[config.mk]
export PLATFORM = sky130hd
export DESIGN_NAME = ram_arbiter
export DESIGN_NICKNAME = d
export VERILOG_FILES = /design/src/rtl/ram_arbiter.sv
export SDC_FILE = /design/constraint.sdc
export NUM_CORES = 1
export LEC_CHECK = 0
export CAP_MARGIN = 25
export CORE_MARGIN = 5
export CORE_UTILIZATION = 37
export CTS_CLUSTER_SIZE = 8
export DETAILED_ROUTE_END_ITERATION = 7
export PLACE_DENSITY = 0.78
export SYNTH_ARGS = -nofsm -noshare
export SYNTH_HDL_FRONTEND = slang
export SYNTH_SLANG_ARGS = --single-unit
[constraint.sdc]
create_clock -name clk_sys -period 1.8 [get_ports clk_sys]
set_clock_uncertainty 0.15 [all_clocks]
set_input_delay 0.27 -clock clk_sys [delete_from_list [all_inputs] [get_ports clk_sys]]
set_output_delay 0.27 -clock clk_sys [all_outputs]
set_load 0.01 [all_outputs]
[src/rtl/ram_arbiter.sv]
// ---------------------------------------------------------------------------
// ram_arbiter
//
// Request/acknowledge scheduler that shares the single SDRAM-backed byte port
// between the four memory masters of the Spectrum core: ioctl DMA, CPU,
// FDC buffer reads and tape buffer reads. Only one access is outstanding at a
// time. Arbitration is fixed-priority with a starvation guard that lifts a
// long-waiting FDC or tape reader above the CPU. A reset that lands while a
// back-end access is in flight parks the arbiter in DRAIN until that access
// reports completion, so the back-end never sees overlapping commands.
//
// Parameters
//   AW      byte address width
//   STARVE  IDLE-cycle losses after which FDC/tape outrank the CPU (1..15)
//
// Ports
//   clk_sys                 system clock, all logic on the rising edge
//   reset                   synchronous, active-high
//   dma_req/cpu_req/
//   fdd_req/tape_req        level requests, held until the matching ack
//   *_addr                  byte address per requester, stable while req high
//   dma_we/cpu_we           1 = write, 0 = read (FDC and tape only read)
//   dma_din/cpu_din         write data
//   *_ack                   one-cycle completion pulse per requester
//   rd_data                 last read byte, valid from the ack cycle onward
//   grant                   current/last owner: 0 dma, 1 cpu, 2 fdd, 3 tape
//   busy                    high whenever the scheduler is not IDLE
//   mem_addr/mem_din        latched command address and write data
//   mem_we/mem_rd           command type, held from ISSUE through WAIT
//   mem_start               one-cycle command strobe to the back-end
//   mem_dout/mem_done       back-end read data and completion pulse
// ---------------------------------------------------------------------------
module ram_arbiter #(
  parameter int AW     = 25,
  parameter int STARVE = 15
) (
  input  logic          clk_sys,
  input  logic          reset,

  input  logic          dma_req,
  input  logic          cpu_req,
  input  logic          fdd_req,
  input  logic          tape_req,

  input  logic [AW-1:0] dma_addr,
  input  logic [AW-1:0] cpu_addr,
  input  logic [AW-1:0] fdd_addr,
  input  logic [AW-1:0] tape_addr,

  input  logic          dma_we,
  input  logic          cpu_we,
  input  logic [7:0]    dma_din,
  input  logic [7:0]    cpu_din,

  output logic          dma_ack,
  output logic          cpu_ack,
  output logic          fdd_ack,
  output logic          tape_ack,

  output logic [7:0]    rd_data,
  output logic [1:0]    grant,
  output logic          busy,

  output logic [AW-1:0] mem_addr,
  output logic [7:0]    mem_din,
  output logic          mem_we,
  output logic          mem_rd,
  output logic          mem_start,
  input  logic [7:0]    mem_dout,
  input  logic          mem_done
);

  typedef enum logic [2:0] {
    ST_IDLE,
    ST_ISSUE,
    ST_WAIT,
    ST_DONE,
    ST_DRAIN
  } state_t;

  localparam logic [1:0] ID_DMA  = 2'd0;
  localparam logic [1:0] ID_CPU  = 2'd1;
  localparam logic [1:0] ID_FDD  = 2'd2;
  localparam logic [1:0] ID_TAPE = 2'd3;

  localparam logic [3:0] STARVE_LIM = 4'(STARVE);
  localparam logic [3:0] WAIT_MAX   = 4'hF;

  state_t        r_state;
  state_t        w_nextState;

  logic [AW-1:0] r_addr;
  logic [7:0]    r_din;
  logic          r_we;
  logic [1:0]    r_grant;
  logic [7:0]    r_rdData;
  logic [3:0]    r_fddWait;
  logic [3:0]    r_tapeWait;

  logic          w_anyReq;
  logic          w_select;
  logic          w_fddStarved;
  logic          w_tapeStarved;
  logic [1:0]    w_winner;
  logic [AW-1:0] w_selAddr;
  logic [7:0]    w_selDin;
  logic          w_selWe;

  assign w_anyReq      = dma_req | cpu_req | fdd_req | tape_req;
  assign w_select      = (r_state == ST_IDLE) && w_anyReq;
  assign w_fddStarved  = (r_fddWait  >= STARVE_LIM);
  assign w_tapeStarved = (r_tapeWait >= STARVE_LIM);

  // Fixed-priority selection. DMA is never overridden; a starved FDC or tape
  // reader jumps ahead of the CPU, FDC being checked before tape.
  always_comb begin
    w_winner = ID_DMA;
    if (dma_req)
      w_winner = ID_DMA;
    else if (fdd_req && w_fddStarved)
      w_winner = ID_FDD;
    else if (tape_req && w_tapeStarved)
      w_winner = ID_TAPE;
    else if (cpu_req)
      w_winner = ID_CPU;
    else if (fdd_req)
      w_winner = ID_FDD;
    else if (tape_req)
      w_winner = ID_TAPE;
  end

  // Command fields of the winner. FDC and tape are read-only, so their write
  // data is forced to zero rather than left floating in the latch.
  always_comb begin
    w_selAddr = dma_addr;
    w_selDin  = dma_din;
    w_selWe   = dma_we;
    case (w_winner)
      ID_CPU: begin
        w_selAddr = cpu_addr;
        w_selDin  = cpu_din;
        w_selWe   = cpu_we;
      end
      ID_FDD: begin
        w_selAddr = fdd_addr;
        w_selDin  = 8'h00;
        w_selWe   = 1'b0;
      end
      ID_TAPE: begin
        w_selAddr = tape_addr;
        w_selDin  = 8'h00;
        w_selWe   = 1'b0;
      end
      default: ;
    endcase
  end

  // State register. Reset during ISSUE or WAIT means the back-end may already
  // be working on a command, so we wait in DRAIN for its completion instead of
  // returning straight to IDLE. A reset sampled in DRAIN only lets go once the
  // outstanding mem_done arrives.
  always_ff @(posedge clk_sys) begin
    if (reset) begin
      case (r_state)
        ST_ISSUE, ST_WAIT: r_state <= ST_DRAIN;
        ST_DRAIN:          r_state <= mem_done ? ST_IDLE : ST_DRAIN;
        default:           r_state <= ST_IDLE;
      endcase
    end else begin
      r_state <= w_nextState;
    end
  end

  // Next-state and command/ack outputs. The ack cycle (DONE) always returns
  // to IDLE, so a requester still holding req during its ack is not counted
  // again; it competes afresh from the following IDLE cycle.
  always_comb begin
    w_nextState = r_state;
    mem_start   = 1'b0;
    mem_we      = 1'b0;
    mem_rd      = 1'b0;
    dma_ack     = 1'b0;
    cpu_ack     = 1'b0;
    fdd_ack     = 1'b0;
    tape_ack    = 1'b0;
    case (r_state)
      ST_IDLE: begin
        if (w_anyReq)
          w_nextState = ST_ISSUE;
      end
      ST_ISSUE: begin
        mem_start   = 1'b1;
        mem_we      = r_we;
        mem_rd      = ~r_we;
        w_nextState = ST_WAIT;
      end
      ST_WAIT: begin
        mem_we = r_we;
        mem_rd = ~r_we;
        if (mem_done)
          w_nextState = ST_DONE;
      end
      ST_DONE: begin
        case (r_grant)
          ID_DMA:  dma_ack  = 1'b1;
          ID_CPU:  cpu_ack  = 1'b1;
          ID_FDD:  fdd_ack  = 1'b1;
          default: tape_ack = 1'b1;
        endcase
        w_nextState = ST_IDLE;
      end
      ST_DRAIN: begin
        if (mem_done)
          w_nextState = ST_IDLE;
      end
      default: w_nextState = ST_IDLE;
    endcase
  end

  // Command latch and read-data capture. The latch only moves on a new
  // selection, which keeps mem_addr/mem_din steady across the whole access
  // and afterwards until the next grant.
  always_ff @(posedge clk_sys) begin
    if (reset) begin
      r_addr   <= '0;
      r_din    <= 8'h00;
      r_we     <= 1'b0;
      r_grant  <= ID_DMA;
      r_rdData <= 8'h00;
    end else begin
      if (w_select) begin
        r_addr  <= w_selAddr;
        r_din   <= w_selDin;
        r_we    <= w_selWe;
        r_grant <= w_winner;
      end
      if ((r_state == ST_WAIT) && mem_done && !r_we)
        r_rdData <= mem_dout;
    end
  end

  // Starvation ages for the two low-priority readers. They only grow on IDLE
  // cycles where the reader asked and lost, so the count is in arbitration
  // rounds rather than clock cycles, and they saturate instead of wrapping.
  always_ff @(posedge clk_sys) begin
    if (reset) begin
      r_fddWait  <= 4'd0;
      r_tapeWait <= 4'd0;
    end else begin
      if (!fdd_req)
        r_fddWait <= 4'd0;
      else if (r_state == ST_IDLE) begin
        if (w_winner == ID_FDD)
          r_fddWait <= 4'd0;
        else if (r_fddWait != WAIT_MAX)
          r_fddWait <= r_fddWait + 4'd1;
      end

      if (!tape_req)
        r_tapeWait <= 4'd0;
      else if (r_state == ST_IDLE) begin
        if (w_winner == ID_TAPE)
          r_tapeWait <= 4'd0;
        else if (r_tapeWait != WAIT_MAX)
          r_tapeWait <= r_tapeWait + 4'd1;
      end
    end
  end

  assign busy     = (r_state != ST_IDLE);
  assign grant    = r_grant;
  assign rd_data  = r_rdData;
  assign mem_addr = r_addr;
  assign mem_din  = r_din;

endmodule

==> results.ini <==
[drt]
post-route-drc-count=0
vias=4083
ant_nets=0
avgRoutedWirePerCell_um=20.6
wl_um=15100
drtIter0Drc=154
post_drt_via_cell_ratio=5.55
drtPass1Iterations=4

[sta]
relSlewSlack_pct=69.3
setup_viol=51
fmax_ghz=0.510
period_needed_ns=1.96
fin_crit_sh_pct=109
setup_ws_ns=-0.160
worstMarginPinSlew_ns=0.460
rsz0062_at_grt=true
report.final.slew_viol_count=0
hold_ws_ns=0.221
hold_viol=0

[pwr]
power.density_nw_per_um2=1240
power.internal_mw=5.20
p_leak_nw=2.48
power_frac_seq_pct=23.4
clkPwrFrac_pct=8.7
swShare_pct=38.9
pwr-share-comb_pct=67.9
ir_worst_vdd_mv=0.686
net-switching-power_mw=3.30

[critical_path]
worstPathMaxFanout=5
startpoint_type=flop
ff2ff_path_depth=8
worstSetupPathType=flop to primary output
cp.required_ns=1.38
crit_arrival_ns=1.54
endpoint_kind=primary output

[synthesis]
syn_inst=375
avgSynthCellArea_sq_um=9.63
synth_area_sq_um=3610
synth-seq-cells=55
syn-num-nets=510
ys_seq_area_share_pct=31.3
synth_edf_count=3
synth.distinct_cells=52
synth-async-reset-ratio_pct=0
yosys_warnings=0
synth_ff_type=dfxtp_1

[global_route]
gr-total-overflow=0
grt_max_degree=26
grt_pass1_vias=4103
grt_pass1_wl_um=21300
antenna_found_initial=0
grt_util_all_layers_pct=22.8

[floorplanning]
die_x_um=109
die-area_sq_um=11800
core_area_sq_um=9640
die_h_um=109
start_util_pct=37.5
row_count=36
ios=184

[status]
violations=setup timing
status=finished, violations left

[placed_design]
place_ws_ns=-0.488
globalplace.congestion=0.841
hpwl_um=10200
place_area_sq_um=5790
port_buffers=183

[clock_tree]
numClockSinks=55
clock_latency_ns=0.32
numCtsBuffers=5
cts_tree=done
htreeDepth=2
ctsHoldBuffers=0
clockBufferDepth=2
cts_root_buf=clkbuf_8
clkTransAtPathRegs_ns=0.11

[worst_hold_path]
hp-class=primary input to flop
hold_depth=3

[final_layout]
design_area_sq_um=6840
fin_nets=737
area.growth.synth_to_final_pct=89.3
antenna_cells=0
post_route_cells_drive_above_1_share_pct=37.5

[job]
drv_cap=0

-- cell type report --
| cell class | count | area, sq um |
|---|---|---|
| clock buffer | 5 | 68.8 |
| sequential | 55 | 1140 |
| inverter | 6 | 30.0 |
| clock inverter | 3 | 23.8 |
| fill | 711 | 2800 |
| tap | 133 | 166 |
| multi-input combinational | 274 | 2690 |
| timing repair buffer | 260 | 2730 |
-- cell usage after synthesis (6+ instances only) --
cell type | instances | share of area [%]
dfxtp_1 | 52 | 29
nor2_1 | 42 | 4.4
a211oi_2 | 29 | 10
nand3b_1 | 26 | 5.4
o211ai_1 | 26 | 5.4
and3_1 | 22 | 3.8
a221oi_2 | 20 | 8.3
buf_6 | 12 | 3.7
buf_2 | 11 | 1.5
clkbuf_1 | 10 | 1.0
nor2_2 | 10 | 1.7
nor3_1 | 10 | 1.4
a21oi_1 | 9 | 1.2
a32oi_1 | 8 | 1.9
mux2i_1 | 8 | 2.2
nand2_1 | 8 | 0.83
buf_4 | 6 | 1.2
inv_1 | 6 | 0.62
nand3_1 | 6 | 0.83
-- per-layer routing --
| metal | wire (um) | track usage, % | share of wire (%) | up-vias |
|---|---|---|---|---|
| li1 | - | - | - | 1905 |
| met1 | 5770 | 25.4 | 38 | 2010 |
| met2 | 8010 | 42.5 | 53 | 145 |
| met3 | 1040 | 5.09 | 6.9 | 23 |
| met4 | 303 | 7.48 | 2.0 | 0 |
| met5 | 0 | 0 | 0 | - |
-- critical path, cell delays in order, from the launching register on --
cell and delay (ns):
edfxtp_1 0.52, buf_4 0.17, nand3b_1 0.19, nor3_2 0.18, buf_2 0.17
-- path summary, 6_finish.rpt --
check	start	end	slack [ns]
setup / recovery	r_state[1]	fdd_ack	-0.16
hold reg to reg	r_fddWait[1]	r_fddWait[1]	0.35
setup reg to reg	r_state[1]	mem_din[4]	-0.12
hold / removal	reset	r_state[2]	0.22
-- through the flow --
step | util, % | cells | total power [mW] | TNS, ns
after global routing | 71.0 | 736 | 8.93 | -7.42
after detailed placement | 60.0 | 695 | 5.79 | -17.80
final | 71.0 | 736 | 8.50 | -2.78
after floorplan | - | 375 | 4.05 | 0
after global placement | 60.0 | 695 | 5.67 | -15.01
after CTS | 62.9 | 716 | 6.89 | -1.03
-- registers in the layout, indices dropped and copies added, names as in the netlist --
| signal | flops |
|---|---|
| mem_addr | 25 |
| mem_din | 8 |
| rd_data | 8 |
| r_fddWait | 4 |
| r_tapeWait | 4 |
| r_state | 3 |
| grant | 2 |
| r_we | 1 |
-- power by group through the flow --
stage,combinational (mW),sequential (mW),clock (mW)
global placement,3.74,1.93,0
global route,6.10,2.03,0.799
CTS,4.22,1.90,0.767
finish,5.77,1.99,0.744
detailed placement,3.85,1.94,0
floorplan,2.01,2.04,0
-- cell usage in the layout, fill, tap and decap left out, types with 10 or more instances in the layout --
cell type	Yosys	final
a211oi_2	29	33
nor2_2	10	15
and3_1	22	21
buf_6	12	16
nor2_4	0	10
nand3b_1	26	26
a221oi_2	20	10
nor2_1	42	27
clkdlybuf4s50_1	0	170
o211ai_1	26	26
dfxtp_1	52	47
a221oi_4	0	15
buf_12	0	13
buf_4	6	40
-- cells by family (layout without fill, tap and decap cells) --
kind of cell | Yosys count | in the layout | share of synthesized area, %
AO/OA/AOI/OAI | 116 | 116 | 32.8
XOR/XNOR | 4 | 4 | 0.970
adder cells (fa/ha/maj) | 2 | 2 | 0.693
buffers and inverters | 46 | 274 | 8.28
flip-flops | 55 | 55 | 31.3
multiplexers | 8 | 8 | 2.22
AND/OR/NAND/NOR | 144 | 144 | 23.7
-- what timing repair did --
action,CTS,global route
setup buffers,12,14
pin swaps,11,51
endpoints found under the setup margin,51,57
gates cloned,1,7
gates resized for setup,60,94
(Power assumes the default switching activity.)
